### src/rtl/fp_div_seq.sv
// Sequential floating-point divider, restoring radix-2 significand divide plus RNE rounding.
// Latency: MAN_W+5 edges for normal operands, 1 edge for special operands (zero/inf/NaN).
// Backpressure: one operation in flight; in_ready only in IDLE, result held in DONE until out_ready.
module fp_div_seq #(
    parameter  int EXP_W = 8,
    parameter  int MAN_W = 7,
    localparam int W     = 1 + EXP_W + MAN_W
) (
    input  logic         clk,
    input  logic         reset,
    input  logic         in_valid,
    output logic         in_ready,
    input  logic [W-1:0] opA,
    input  logic [W-1:0] opB,
    output logic         out_valid,
    input  logic         out_ready,
    output logic [W-1:0] quotient,
    output logic         underflow,
    output logic         overflow,
    output logic         inexact,
    output logic         div_by_zero,
    output logic         invalid
);

    localparam int BIAS  = (1 << (EXP_W - 1)) - 1;
    localparam int SW    = MAN_W + 1;          // significand width with hidden one
    localparam int RW    = MAN_W + 2;          // partial remainder width (< 2*divisor)
    localparam int QW    = MAN_W + 3;          // quotient bits: integer, MAN_W fraction, guard
    localparam int EW    = EXP_W + 2;          // signed working exponent width
    localparam int CNT_W = $clog2(QW);

    localparam logic [W-1:0] QNAN = {1'b0, {EXP_W{1'b1}}, 1'b1, {(MAN_W-1){1'b0}}};

    typedef enum logic [1:0] {IDLE, DIVIDE, ROUND, DONE} state_t;

    state_t state, state_nxt;

    // operand field decode
    logic             sa, sb;
    logic [EXP_W-1:0] ea, eb;
    logic [MAN_W-1:0] ma, mb;
    logic             a_zero, b_zero, a_inf, b_inf, a_nan, b_nan, special;

    assign {sa, ea, ma} = opA;
    assign {sb, eb, mb} = opB;
    assign a_zero  = (ea == '0);
    assign b_zero  = (eb == '0);
    assign a_inf   = (&ea) && (ma == '0);
    assign b_inf   = (&eb) && (mb == '0);
    assign a_nan   = (&ea) && (ma != '0);
    assign b_nan   = (&eb) && (mb != '0);
    assign special = a_zero | b_zero | (&ea) | (&eb);

    // working registers
    logic            sign_q;
    logic [EW-1:0]   exp_q;
    logic [RW-1:0]   rem;
    logic [SW-1:0]   dvs;
    logic [QW-1:0]   qbits;
    logic [CNT_W-1:0] cnt;
    logic            last_step;

    assign last_step = (cnt == CNT_W'(QW - 1));

    // special-operand result, resolved in priority order NaN > inf > x/0 > zero
    logic [W-1:0] spec_q;
    logic         spec_inv, spec_dbz;
    always_comb begin
        spec_q   = '0;
        spec_inv = 1'b0;
        spec_dbz = 1'b0;
        if (a_nan || b_nan || (a_zero && b_zero) || (a_inf && b_inf)) begin
            spec_q   = QNAN;
            spec_inv = 1'b1;
        end else if (a_inf) begin
            spec_q = {sa ^ sb, {EXP_W{1'b1}}, {MAN_W{1'b0}}};
        end else if (b_zero) begin
            spec_q   = {sa ^ sb, {EXP_W{1'b1}}, {MAN_W{1'b0}}};
            spec_dbz = 1'b1;
        end else begin
            spec_q = {sa ^ sb, {(W-1){1'b0}}};
        end
    end

    // one restoring-division step: compare, conditionally subtract, shift
    logic          rem_ge;
    logic [RW-1:0] rem_sub, rem_nxt;
    always_comb begin
        rem_ge  = (rem >= {1'b0, dvs});
        rem_sub = rem_ge ? (rem - {1'b0, dvs}) : rem;
        rem_nxt = rem_sub << 1;
    end

    // normalise, round to nearest even, then range-check the exponent
    logic             msb, guard, sticky, rnd_up;
    logic [MAN_W-1:0] mant_pre;
    logic [MAN_W:0]   mant_sum;
    logic [EW-1:0]    exp_fin;
    logic             rnd_ovf, rnd_unf;
    logic [W-1:0]     rnd_q;
    logic             rnd_inx;
    always_comb begin
        msb      = qbits[QW-1];
        mant_pre = msb ? qbits[QW-2:2] : qbits[QW-3:1];
        guard    = msb ? qbits[1] : qbits[0];
        sticky   = (rem != '0) | (msb & qbits[0]);
        rnd_up   = guard & (sticky | mant_pre[0]);
        mant_sum = {1'b0, mant_pre} + {{MAN_W{1'b0}}, rnd_up};
        exp_fin  = exp_q - {{(EW-1){1'b0}}, ~msb} + {{(EW-1){1'b0}}, mant_sum[MAN_W]};
        rnd_unf  = exp_fin[EW-1] || (exp_fin == '0);
        rnd_ovf  = !exp_fin[EW-1] && (exp_fin[EW-2:0] >= (EW-1)'((1 << EXP_W) - 1));
        rnd_q    = {sign_q, exp_fin[EXP_W-1:0], mant_sum[MAN_W-1:0]};
        rnd_inx  = guard | sticky;
        if (rnd_ovf) begin
            rnd_q   = {sign_q, {EXP_W{1'b1}}, {MAN_W{1'b0}}};
            rnd_inx = 1'b1;
        end else if (rnd_unf) begin
            rnd_q   = {sign_q, {(W-1){1'b0}}};
            rnd_inx = 1'b1;
        end
    end

    // state register
    always_ff @(posedge clk or posedge reset) begin
        if (reset) state <= IDLE;
        else       state <= state_nxt;
    end

    // next-state logic
    always_comb begin
        state_nxt = state;
        case (state)
            IDLE:    if (in_valid) state_nxt = special ? DONE : DIVIDE;
            DIVIDE:  if (last_step) state_nxt = ROUND;
            ROUND:   state_nxt = DONE;
            DONE:    if (out_ready) state_nxt = IDLE;
            default: state_nxt = IDLE;
        endcase
    end

    // handshake outputs
    always_comb begin
        in_ready  = (state == IDLE);
        out_valid = (state == DONE);
    end

    // datapath: capture operands, iterate the divide, register the result
    always_ff @(posedge clk or posedge reset) begin
        if (reset) begin
            sign_q      <= 1'b0;
            exp_q       <= '0;
            rem         <= '0;
            dvs         <= '0;
            qbits       <= '0;
            cnt         <= '0;
            quotient    <= '0;
            underflow   <= 1'b0;
            overflow    <= 1'b0;
            inexact     <= 1'b0;
            div_by_zero <= 1'b0;
            invalid     <= 1'b0;
        end else begin
            case (state)
                IDLE: begin
                    if (in_valid) begin
                        sign_q <= sa ^ sb;
                        exp_q  <= EW'(ea) - EW'(eb) + EW'(BIAS);
                        rem    <= {1'b0, 1'b1, ma};
                        dvs    <= {1'b1, mb};
                        qbits  <= '0;
                        cnt    <= '0;
                        if (special) begin
                            quotient    <= spec_q;
                            invalid     <= spec_inv;
                            div_by_zero <= spec_dbz;
                        end
                    end
                end
                DIVIDE: begin
                    rem   <= rem_nxt;
                    qbits <= {qbits[QW-2:0], rem_ge};
                    cnt   <= cnt + CNT_W'(1);
                end
                ROUND: begin
                    quotient  <= rnd_q;
                    overflow  <= rnd_ovf;
                    underflow <= rnd_unf && !rnd_ovf;
                    inexact   <= rnd_inx;
                end
                DONE: begin
                    if (out_ready) begin
                        quotient    <= '0;
                        underflow   <= 1'b0;
                        overflow    <= 1'b0;
                        inexact     <= 1'b0;
                        div_by_zero <= 1'b0;
                        invalid     <= 1'b0;
                    end
                end
                default: ;
            endcase
        end
    end

endmodule
### config.mk
export PLATFORM = sky130hd
export DESIGN_NAME = fp_div_seq
export DESIGN_NICKNAME = d
export VERILOG_FILES = /design/src/rtl/fp_div_seq.sv
export SDC_FILE = /design/constraint.sdc
export NUM_CORES = 1
export LEC_CHECK = 0
export ABC_AREA = 1
export CORE_ASPECT_RATIO = 1.2
export CORE_MARGIN = 4
export CORE_UTILIZATION = 61
export CTS_CLUSTER_DIAMETER = 120
export DETAILED_ROUTE_END_ITERATION = 10
export GPL_TIMING_DRIVEN = 1
export PLACE_DENSITY_LB_ADDON = 0.05
export SKIP_CTS_REPAIR_TIMING = 1
export SLEW_MARGIN = 20
export SYNTH_ARGS = -nofsm -noshare
export SYNTH_HDL_FRONTEND = slang
export SYNTH_SLANG_ARGS = --single-unit
### constraint.sdc
create_clock -name clk -period 10.5 [get_ports clk]
set_clock_uncertainty 0.05 [all_clocks]
set_input_delay 2.1 -clock clk [delete_from_list [all_inputs] [get_ports clk]]
set_output_delay 2.1 -clock clk [all_outputs]
set_load 0.01 [all_outputs]
==> qor.yml <==
status:
  status: "complete, no violations"
layout:
  final_core_util_pct: 73.8
  instances_no_fill: 826
  n_antenna_cell: 0
  fill_cells: 627
  layout-drive-gt1-share_pct: 6.81
  nNetsFinal: 802
  syn_to_final_growth_pct: 18.4
worst_setup_path:
  path_class: "primary input to flip-flop"
  rrSetupSlack_ns: 6.55
  startpoint: "opA[7]"
  worst_setup_path_end_kind: "flip-flop"
  critPathLaunchType: "primary input"
  cp.required_ns: 10.69
  critPathCapture: "exp_q[7]"
  cp.arrival_ns: 4.46
  worst_r2r_path_depth: 20
  rr_endpoint: "quotient[5]"
  reg2reg_from: "qbits[9]"
  path_max_fanout: 5
detailed_routing:
  antenna_left: 0
  routed_wl_um: 11100
  drt_first_pass_iters: 6
  drt_iter0_markers: 214
  vias: 4578
  drc: 0
  avgViaCountPerCell: 5.54
  wl_per_cell_um: 13.4
die:
  die_area_um2: 9320
  num_io_pins: 59
  start_util_pct: 62.3
  rows: 35
  fp.coreArea_um2: 7660
  die_h_um: 105
  dieWidth_um: 88.8
timing:
  fin_tns_setup_ns: 0
  fin_crit_ns: 4.26
  max_freq_mhz: 235
  setup_ws_ns: 6.24
  slew_viol_final: 0
  final-setup-viol-count: 0
  relSlewSlack_pct: 45.7
  tightest_slew_ns: 0.814
  hold_violations: 0
  holdWs_ns: 0.415
  fin_crit_sh_pct: 40.6
  grt_setup_unrepaired: "false"
synthesis:
  synth_flop_cell: "dfrtp_1"
  ys_warn_count: 0
  synth_seq_cells: 65
  synthCells: 670
  synth_cell_types: 39
  synth-edff-count: 0
  syn-num-nets: 743
  yosysTopAreaCell: "dfrtp_1"
  syn_area_um2: 4780
  synth-seq-area-share_pct: 34.0
  synth_top_area_share_pct: 34.0
  synthArstFlopShare_pct: 100
  avgSynthCellArea_um2: 7.13
  synth.area.top_cells: "dfrtp_1 34%, nand2_1 13%, ha_1 8.9%"
power_and_ir_drop:
  powerDensity_nw_per_um2: 322
  ir_drop_v: 0.000195
  p_leak_nw: 2.87
worst_hold_path:
  hold_depth: 2
  hp-class: "flip-flop to flip-flop"
clocking:
  cts_sinks: 65
  cts_buffer_depth: 2
  cts-root-buf: "clkbuf_8"
  numCtsBuffers: 9
  clkTransAtPathRegs_ns: 0.08
  htreeDepth: 3
  cts_tree: "built"
  clock_latency_ns: 0.35
run:
  cap_viol_max_count: 0
placement:
  dpl.hpwl_um: 8680
  port_buffers: 58
  place_ws_ns: 5.96
  dpl.cell_count: 810
  gp_congestion: 0.877
global_routing:
  grt_max_degree: 66
  globalRouteTotalUtil_pct: 25.2
  grt_first_pass_wirelength_um: 18800
  grt_pass1_vias: 4402
  antenna_found_initial: 0
  overflow: 0
## report_power, final
part / internal, mW / leakage (nW) / switching, mW / total, mW
sequential: 0.347 / 0.825 / 0.0663 / 0.413
combinational: 0.434 / 1.94 / 0.730 / 1.16
clock: 0.140 / 0.109 / 0.103 / 0.243
total: 0.921 / 2.87 / 0.899 / 1.82
## kinds of logic after synthesis
group | count (synthesis) | synth area share [%]
AND/OR/NAND/NOR | 303 | 27.9
buffers and inverters | 127 | 10.2
AO/OA/AOI/OAI | 121 | 14.5
flip-flops | 65 | 34.0
adder cells (fa/ha/maj) | 37 | 10.2
XOR/XNOR | 17 | 3.12
## flip-flops by register name, summed over array words and instances, names as in the netlist
name and cells:
overflow 1, invalid 1, state 2, underflow 1, div_by_zero 1, rem 9, cnt 4, quotient 16
dvs 8, inexact 1, exp_q 10, qbits 10, sign_q 1
## critical path: stages
cell and delay (ns):
clkdlybuf4s50_1 0.45, inv_1 0.08, ha_1 0.15, inv_1 0.07, fa_1 0.43, xor2_1 0.17
inv_1 0.12, nand2_1 0.07, nor2_1 0.11, nand2_1 0.08, nor2_1 0.16, nand3_1 0.12
nand2_1 0.12, nand2_1 0.08, o22ai_1 0.16
## layer usage
layer | vias up | part of all wire (%) | track usage [%]
met5 | - | 0 | 0
met4 | 0 | 2.6 | 8.53
met3 | 24 | 5.4 | 5.28
met2 | 128 | 50 | 42.2
met1 | 2121 | 42 | 31.6
li1 | 2305 | - | -
## Yosys cell counts, types with 3 or more instances
| library cell | n |
|---|---|
| a21oi_1 | 39 |
| a22oi_1 | 6 |
| a31oi_1 | 5 |
| clkbuf_1 | 8 |
| dfrtp_1 | 65 |
| fa_1 | 3 |
| ha_1 | 34 |
| inv_1 | 110 |
| inv_2 | 3 |
| nand2_1 | 166 |
| nand2_2 | 10 |
| nand3_1 | 39 |
| nand3_2 | 4 |
| nand3b_1 | 3 |
| nand4_1 | 19 |
| nor2_1 | 47 |
| nor3_1 | 6 |
| o211ai_1 | 3 |
| o21ai_0 | 40 |
| o21ai_1 | 6 |
| o21ai_2 | 4 |
| o22ai_1 | 11 |
| or2_2 | 4 |
| xnor2_1 | 9 |
| xor2_1 | 8 |
## per-stage QoR
stage	power (mW)	cell area, µm²
2_1_floorplan	1.31	4780
3_3_place_gp	1.52	5430
3_5_place_dp	1.56	5430
4_1_cts	1.82	5660
5_1_grt	2.00	5660
6_report	1.82	5660
## how the worst min path moves through the flow
stage	startpoint	end	slack (ns)
2_1_floorplan	dvs[7]	dvs[7]	0.38
3_3_place_gp	dvs[7]	dvs[7]	0.40
3_5_place_dp	dvs[7]	dvs[7]	0.40
4_1_cts	dvs[7]	dvs[7]	0.41
5_1_grt	dvs[7]	dvs[7]	0.46
6_report	dvs[7]	dvs[7]	0.41
## area by class of cell
class	count	area [µm²]	share of cell area [%]
Inverter	115	432	7.63
Clock inverter	6	88.8	1.57
Multi-Input combinational cell	478	2660	47.1
Clock buffer	10	138	2.43
Tap cell	92	115	2.03
Timing Repair Buffer	60	596	10.5
Sequential cell	65	1630	28.7
## placed cells by master, fill, tap and decap left out, types with 5 or more instances in the layout
cell	Yosys	layout
nand3_1	39	39
a31oi_1	5	5
xor2_1	8	8
ha_1	34	34
clkbuf_8	0	10
inv_1	110	109
nand2_1	166	166
o22ai_1	11	11
a21oi_1	39	39
nor3_1	6	6
o21ai_1	6	6
nand4_1	19	19
o21ai_0	40	40
nand2_2	10	10
clkdlybuf4s50_1	0	58
xnor2_1	9	9
a22oi_1	6	6
dfrtp_1	65	65
nor2_1	47	47
(Power assumes the default switching activity.)
==> RTL change (config.mk and constraints unchanged) <==
Make the reset (`reset`) synchronous in 2 clocked blocks.
--- a/src/rtl/fp_div_seq.sv
+++ b/src/rtl/fp_div_seq.sv
@@ -122,5 +122,5 @@
 
     // state register
-    always_ff @(posedge clk or posedge reset) begin
+    always_ff @(posedge clk) begin
         if (reset) state <= IDLE;
         else       state <= state_nxt;
@@ -146,5 +146,5 @@
 
     // datapath: capture operands, iterate the divide, register the result
-    always_ff @(posedge clk or posedge reset) begin
+    always_ff @(posedge clk) begin
         if (reset) begin
             sign_q      <= 1'b0;
Behaviour: differs if reset is asserted again (counterexample within 4 cycles, from zero or initial values and one cycle with reset high); with reset held inactive, the same outputs for 10 cycles.
==> RTL change against the unedited design <==
Final area down 2.8%; routed wire length up 6.3%; critical endpoint is now quotient[14]$_SDFFE_PP0P_; combinational power down 12%; sequential power down 9.7%; largest cell class unchanged; setup slack worse by 190 ps; sequential cell count unchanged; area after synthesis down 1.8%; critical path depth down 5; total power down 11%; fmax down 4.2%.
==> RTL change: results <==
[min_path]
hold_path_end = dvs[5]$_SDFFE_PP0P_

[yosys]
yosysUniqueCellTypes = 41
fraction_of_the_mapped_netlist_area_in_compound_gates_pct = 17.97
fraction_of_the_yosys_area_taken_by_sequential_cells_pct = 27.73
yosys.area_share.adder_pct = 10.34
cell_types_occupying_the_most_area_after_synthesis = sky130_fd_sc_hd__dfxtp_1 28%, sky130_fd_sc_hd__nand2_1 11%, sky130_fd_sc_hd__ha_1 9.1%, sky130_fd_sc_hd__a21oi_1 8.9%, sky130_fd_sc_hd__inv_1 7.7%
synth-async-reset-ratio_pct = 0

[status]
outcome = finished clean

[sta]
timing.slew.headroom_pct = 30.30
ratio_of_final_minimum_period_to_clock_period_pct = 42.40
hold-worst-slack_ps = 414.9

[worst_setup_path]
slowest_delay_ps = 580
startpoint_of_the_lowest_slack_register_to_register_path = qbits[9]$_SDFFE_PP0P_
setup.reg_to_reg.worst_slack_ps = 6490
critPathCapture = quotient[14]$_SDFFE_PP0P_
timing.rr.end = quotient[13]$_SDFFE_PP0P_
worst-r2r-cell-count = 24

[global_route]
track_usage_pct = 26.52
largest_net_degree_at_the_start_of_global_routing = 40
grt_use_met3_pct = 4.754

[power]
switching_share_pct = 49.39
pwr-share-seq_pct = 23.1
powerDensity_nw_per_um2 = 293.1

[place]
dpl_worst_slack_ps = 5417
routabilityCongestion = 0.8928
dp.final_hpwl_mm = 9.019

[detailed_routing]
dr_wl_met3_um = 816
detailedRoute.firstPassIterationCount = 5
==> RTL change: cell count changes after synthesis, moves of 4 or more <==
cell,change
sky130_fd_sc_hd__a21oi_1,+44
sky130_fd_sc_hd__a22oi_1,-6
sky130_fd_sc_hd__buf_2,+4
sky130_fd_sc_hd__dfrtp_1,-65
sky130_fd_sc_hd__dfxtp_1,+65
sky130_fd_sc_hd__inv_1,-14
sky130_fd_sc_hd__nand2_1,-24
sky130_fd_sc_hd__nand3_1,+14
sky130_fd_sc_hd__o21ai_0,+12
sky130_fd_sc_hd__o22ai_1,-10
==> RTL change: layout make-up <==
class | instances | area [µm²]
Tap cell | 90 | 112.6
Inverter | 102 | 382.9
Clock inverter | 7 | 80.08
Multi-Input combinational cell | 516 | 2903
Sequential cell | 65 | 1301
Clock buffer | 9 | 123.9
Fill cell | 615 | 1861
Timing Repair Buffer | 60 | 595.6
